File: src/rtl/blk_mem_arbiter.sv
// rtl/blk_mem_arbiter.sv - arbitrates NUM_CH block requesters onto one block memory port
// Round-robin or fixed-priority grant, registered address/data, optional ISSUE watchdog.
module blk_mem_arbiter #(
  parameter int NUM_CH  = 3,
  parameter int ADDR_W  = 32,
  parameter int BLK_W   = 256,
  parameter int RR_EN   = 1,
  parameter int TIMEOUT = 0
) (
  input  logic                     CLK,
  input  logic                     RESET,
  input  logic [NUM_CH-1:0]        ch_req,
  input  logic [NUM_CH-1:0]        ch_we,
  input  logic [NUM_CH*ADDR_W-1:0] ch_addr,
  input  logic [NUM_CH*BLK_W-1:0]  ch_wdata,
  output logic [BLK_W-1:0]         ch_rdata,
  output logic [NUM_CH-1:0]        ch_done,
  output logic                     ch_err,
  output logic                     mem_read_req,
  output logic                     mem_write_req,
  output logic [ADDR_W-1:0]        mem_addr,
  output logic [BLK_W-1:0]         mem_write_data,
  input  logic [BLK_W-1:0]         mem_read_data,
  input  logic                     mem_read_valid,
  input  logic                     mem_write_valid,
  output logic                     busy
);

  localparam int IDX_W    = (NUM_CH > 1) ? $clog2(NUM_CH) : 1;
  localparam int CW       = IDX_W + 1;
  localparam int TW       = (TIMEOUT > 1) ? $clog2(TIMEOUT) : 1;
  localparam int TMO_LAST = (TIMEOUT > 0) ? TIMEOUT - 1 : 0;

  typedef enum logic [1:0] {
    ST_IDLE  = 2'd0,
    ST_ISSUE = 2'd1,
    ST_DONE  = 2'd2
  } state_t;

  state_t              r_state;
  logic [IDX_W-1:0]    r_ptr;
  logic [IDX_W-1:0]    r_gnt;
  logic                r_we;
  logic [TW-1:0]       r_timer;
  logic                r_mem_read_req;
  logic                r_mem_write_req;
  logic [ADDR_W-1:0]   r_mem_addr;
  logic [BLK_W-1:0]    r_mem_write_data;
  logic [BLK_W-1:0]    r_ch_rdata;
  logic [NUM_CH-1:0]   r_ch_done;
  logic                r_ch_err;

  logic [ADDR_W-1:0]   w_addr_arr  [NUM_CH];
  logic [BLK_W-1:0]    w_wdata_arr [NUM_CH];
  logic [IDX_W-1:0]    w_base;
  logic [IDX_W-1:0]    w_gnt;
  logic [IDX_W-1:0]    w_ptr_nxt;
  logic [CW-1:0]       w_cand;
  logic                w_found;
  logic                w_valid;
  logic                w_tmo;
  logic [NUM_CH-1:0]   w_gnt_oh;

  for (genvar gi = 0; gi < NUM_CH; gi++) begin : g_unpack
    assign w_addr_arr[gi]  = ch_addr[gi*ADDR_W +: ADDR_W];
    assign w_wdata_arr[gi] = ch_wdata[gi*BLK_W +: BLK_W];
  end

  // Scan from the base index with wrap; fixed priority is simply a base of 0.
  always_comb begin
    w_base  = (RR_EN != 0) ? r_ptr : '0;
    w_gnt   = '0;
    w_found = 1'b0;
    w_cand  = '0;
    for (int i = 0; i < NUM_CH; i++) begin
      w_cand = {1'b0, w_base} + CW'(i);
      if (w_cand >= CW'(NUM_CH)) begin
        w_cand = w_cand - CW'(NUM_CH);
      end
      if (!w_found && ch_req[w_cand[IDX_W-1:0]]) begin
        w_found = 1'b1;
        w_gnt   = w_cand[IDX_W-1:0];
      end
    end
  end

  assign w_ptr_nxt = (w_gnt == IDX_W'(NUM_CH - 1)) ? '0 : w_gnt + IDX_W'(1);
  assign w_valid   = r_we ? mem_write_valid : mem_read_valid;
  assign w_tmo     = (TIMEOUT > 0) && (r_timer == TW'(TMO_LAST));
  assign w_gnt_oh  = {{(NUM_CH-1){1'b0}}, 1'b1} << r_gnt;

  always_ff @(posedge CLK or negedge RESET) begin
    if (!RESET) begin
      r_state          <= ST_IDLE;
      r_ptr            <= '0;
      r_gnt            <= '0;
      r_we             <= 1'b0;
      r_timer          <= '0;
      r_mem_read_req   <= 1'b0;
      r_mem_write_req  <= 1'b0;
      r_mem_addr       <= '0;
      r_mem_write_data <= '0;
      r_ch_rdata       <= '0;
      r_ch_done        <= '0;
      r_ch_err         <= 1'b0;
    end else begin
      case (r_state)
        ST_IDLE: begin
          if (w_found) begin
            r_gnt      <= w_gnt;
            r_we       <= ch_we[w_gnt];
            r_mem_addr <= w_addr_arr[w_gnt];
            r_timer    <= '0;
            if (ch_we[w_gnt]) begin
              r_mem_write_data <= w_wdata_arr[w_gnt];
              r_mem_write_req  <= 1'b1;
            end else begin
              r_mem_read_req   <= 1'b1;
            end
            if (RR_EN != 0) begin
              r_ptr <= w_ptr_nxt;
            end
            r_state <= ST_ISSUE;
          end
        end
        ST_ISSUE: begin
          // A valid arriving on the expiry cycle still completes normally.
          if (w_valid || w_tmo) begin
            r_mem_read_req  <= 1'b0;
            r_mem_write_req <= 1'b0;
            r_ch_done       <= w_gnt_oh;
            r_ch_err        <= !w_valid;
            if (w_valid && !r_we) begin
              r_ch_rdata <= mem_read_data;
            end
            r_state <= ST_DONE;
          end else begin
            r_timer <= r_timer + TW'(1);
          end
        end
        ST_DONE: begin
          r_ch_done <= '0;
          r_ch_err  <= 1'b0;
          r_state   <= ST_IDLE;
        end
        default: r_state <= ST_IDLE;
      endcase
    end
  end

  assign mem_read_req   = r_mem_read_req;
  assign mem_write_req  = r_mem_write_req;
  assign mem_addr       = r_mem_addr;
  assign mem_write_data = r_mem_write_data;
  assign ch_rdata       = r_ch_rdata;
  assign ch_done        = r_ch_done;
  assign ch_err         = r_ch_err;
  assign busy           = (r_state != ST_IDLE);

endmodule

File: config.mk
export PLATFORM = sky130hd
export DESIGN_NAME = blk_mem_arbiter
export DESIGN_NICKNAME = d
export VERILOG_FILES = /design/src/rtl/blk_mem_arbiter.sv
export SDC_FILE = /design/constraint.sdc
export NUM_CORES = 1
export LEC_CHECK = 0
export BUFFER_PORTS_ARGS = -buffer_cell sky130_fd_sc_hd__buf_2
export CAP_MARGIN = 20
export CORE_AREA = 2 2 650 652
export CTS_BUF_LIST = sky130_fd_sc_hd__clkbuf_8
export DETAILED_ROUTE_END_ITERATION = 10
export DIE_AREA = 0 0 652 654
export PLACE_DENSITY = 0.32
export SYNTH_ARGS = -nofsm -noshare
export SYNTH_HDL_FRONTEND = slang
export SYNTH_SLANG_ARGS = --single-unit
File: constraint.sdc
create_clock -name CLK -period 3.4 [get_ports CLK]
set_clock_uncertainty 0.15 [all_clocks]
set_input_delay 0.51 -clock CLK [delete_from_list [all_inputs] [get_ports CLK]]
set_output_delay 0.51 -clock CLK [all_outputs]
set_load 0.05 [all_outputs]
==> qor.yml <==
setup_path:
  r2r_slack_ns: -0.02
  worst_setup_path_end_kind: "flop"
  cp-start-kind: "flop"
  timing_worst_setup_path_type: "reg2reg"
  cp_data_arrival_time_ns: 4.04
  cp_max_fo: 9
  worst_ep_required_time_ns: 4.02
routing:
  drtIter0Drc: 1491
  number_of_detailed_route_iterations_in_the_first_pass: 5
  post_route_antenna_net_violation_count: 0
  wl_mm: 308
  drc_errors: 0
  route.vias.total: 31800
  wire_per_inst_um: 28.5
  via_per_inst: 2.94
pwr:
  static_leakage_nw: 26.0
  power_per_cell_area_nw_per_um2: 1140
  ir_worst_vdd_mv: 0.705
grt:
  initial_antenna_violation_count: 226
  grt.overflow.total: 0
  groute.usage.overall_pct: 13.7
  grt_pass1_wl_mm: 377
  first_global_vias: 34200
  grt_max_degree: 81
min_path:
  hp-class: "in2reg"
placement:
  number_of_i_o_port_buffers: 1680
  dp_cells: 9435
  gpl.final_weighted_congestion: 0.945
  detailedPlace.worstSlack_ns: -0.556
  dp.final_hpwl_mm: 266
layout:
  fin_cells: 10800
  syn_to_final_growth_pct: 120
  fraction_of_layout_cells_with_a_size_suffix_above_1_pct: 48.6
  final_net_count: 6283
floorplan:
  chipWidth_um: 652
  placement_rows: 238
  start_util_pct: 6.37
  design.portCount: 1681
  die_area_um2: 426000
  fp.coreArea_um2: 419000
  die_height_um: 654
synthesis:
  post-synth-top-area-cell: "dfrtp_1"
  post_synth_num_cell_types: 39
  synth.net_count: 3343
  synth.yosys.seq_area_share_pct: 52.2
  postSynthCellCount: 2209
  synthesis.yosys.warnings: 0
  number_of_flip_flops_and_latches_in_the_synthesized_netlist: 557
  synthDominantCellAreaShare_pct: 52.2
  avgSynthCellArea_um2: 12.1
  synth_area_um2: 26700
  synth_area_leaders: "dfrtp_1 (52%), mux2_2 (13%), mux2i_1 (11%), mux2_1 (9.1%), o21ai_0 (4.9%)"
sta:
  final.period_utilization_pct: 101
  worst_hold_slack_ns: 0.0977
  final_slew_viol_count: 0
  hold_viol: 0
  timing.max_slew.rel_slack_pct: 49.1
  rsz0062_at_grt: "true"
  worst_slew_pin_slew_ns: 0.770
  final_critical_path_setup_slack_ns: -0.0202
  final_period_minus_worst_setup_slack_ns: 3.42
  report.final.setup_viol: 15
  maximum_frequency_from_static_timing_analysis_ghz: 0.292
clocking:
  tritoncts.num_buffers: 134
  cts_num_sinks: 557
  worst_setup_hold_path_clk_slew_ns: 0.06
  clockBufferDepth: 4
  cts_htree_levels: 4
  cts_tree: "yes"
  clock-root-buffer: "clkbuf_8"
  insertion_delay_ns: 0.94
outcome:
  result_of_the_run: "finished with violations"
  violations: "setup timing"
run:
  maxCapViolCount: 0
==> flip-flops by register name (all words and copies together) (netlist names) <==
signal,cells
mem_read_req,1
mem_write_data,256
ch_done,3
mem_addr,32
r_state,2
ch_err,1
mem_write_req,1
r_we,1
r_gnt,2
r_ptr,2
ch_rdata,256
==> critical path: stages (launching register included) <==
cell	delay, ns
dfrtp_2	0.45
inv_2	0.10
ha_4	0.15
mux2_4	0.32
and2_4	0.17
o32a_4	0.39
buf_6	0.15
buf_16	0.16
buf_16	0.20
mux2i_1	0.33
buf_4	0.17
o21ai_0	0.13
mux2_4	0.29
==> metal layers <==
metal / global-route usage [%] / up-vias / wire, um
li1: - / 13900 / -
met3: 6.94 / 628 / 35600
met5: 0 / - / 236
met1: 13.7 / 15600 / 106000
met2: 24.8 / 1688 / 155000
met4: 4.15 / 36 / 11800
==> Yosys cell counts <==
library cell,instances
dfrtp_1,557
mux2_2,298
mux2i_1,293
nand2_1,264
o21ai_0,260
mux2_1,215
clkbuf_1,72
buf_2,46
nor2_1,38
a21o_1,35
a211oi_1,32
buf_1,24
buf_4,21
inv_1,9
a21oi_1,5
ha_1,4
nor2b_1,4
nand2b_1,3
o22ai_1,3
o32a_1,3
nand3b_1,2
nor3_1,2
nor4bb_1,2
o21a_1,2
a2111oi_0,1
a21boi_0,1
a22o_1,1
a22oi_1,1
a311oi_1,1
a311oi_2,1
a31o_2,1
and2_1,1
and3b_1,1
clkbuf_4,1
nand3_1,1
nor3b_1,1
o31a_1,1
o32ai_1,1
or2_2,1
==> cells by family after synthesis <==
family | after synthesis | share of synthesized area [%]
muxes | 806 | 32.6
DFF | 557 | 52.2
AOI/OAI and AO/OA | 349 | 7.39
and+or+nand+nor | 320 | 4.70
buffers and inverters | 173 | 2.95
adders and majority gates | 4 | 0.187
==> worst paths after layout <==
path / startpoint / endpoint / cells past startpoint
max: r_ptr[1] / mem_write_data[253] / 12
min: ch_wdata[178] / mem_write_data[178] / 4
max reg2reg: r_ptr[1] / mem_write_data[253] / 12
min reg2reg: mem_addr[30] / mem_addr[30] / 1
max in group asynchronous: RESET / mem_write_data[247] / 5
min in group asynchronous: RESET / mem_addr[5] / 3
==> power by group <==
part | leakage, nW | internal, mW | switching, mW
sequential | 6.64 | 10.2 | 2.14
combinational | 17.7 | 14.3 | 30.8
clock | 1.62 | 5.44 | 4.02
total | 26.0 | 29.9 | 36.9
==> layout make-up <==
| type | instances | area, um2 |
|---|---|---|
| Inverter | 9 | 33.8 |
| Antenna cell | 55 | 138 |
| Clock buffer | 161 | 2220 |
| Clock inverter | 69 | 724 |
| Tap cell | 5520 | 6910 |
| Timing Repair Buffer | 2968 | 21900 |
| Sequential cell | 557 | 13900 |
| Fill cell | 47500 | 361000 |
| Multi-Input combinational cell | 1479 | 12900 |
==> through the flow <==
| step | power, mW | util, % | TNS [ns] | cell area (um2) |
|---|---|---|---|---|
| final | 66.8 | 14.0 | -0.134 | 58700 |
| after global routing | 70.7 | 14.0 | -10.15 | 58700 |
| after floorplan | 34.5 | - | 0 | 26700 |
| after global placement | 53.4 | 10.3 | -50.28 | 43300 |
| after detailed placement | 53.6 | 10.3 | -37.84 | 43300 |
| after CTS | 66.4 | 13.7 | -0.314 | 57500 |
==> cells in the final DEF, fill, tap and decap left out, drive strengths merged, types with 4 or more instances in the layout <==
cell type,synthesis,routed
a21oi,5,5
clkbuf,73,175
dfrtp,557,557
diode,0,55
buf,91,1896
mux2,513,513
clkinvlp,0,4
nand2,264,264
a21o,35,35
clkinv,0,9
ha,4,4
nor2,38,38
bufinv,0,15
dlygate4sd3,0,1058
inv,9,50
o21ai,260,260
mux2i,293,293
nor2b,4,4
a211oi,32,32
==> what timing repair did <==
item,CTS,global route
gates resized for setup,101,195
hold buffers,1058,2
setup buffers,10,11
endpoints found under the hold margin,881,2
cloned,6,15
setup endpoints to repair,259,260
pin swaps,2,5
(Power assumes the default switching activity.)
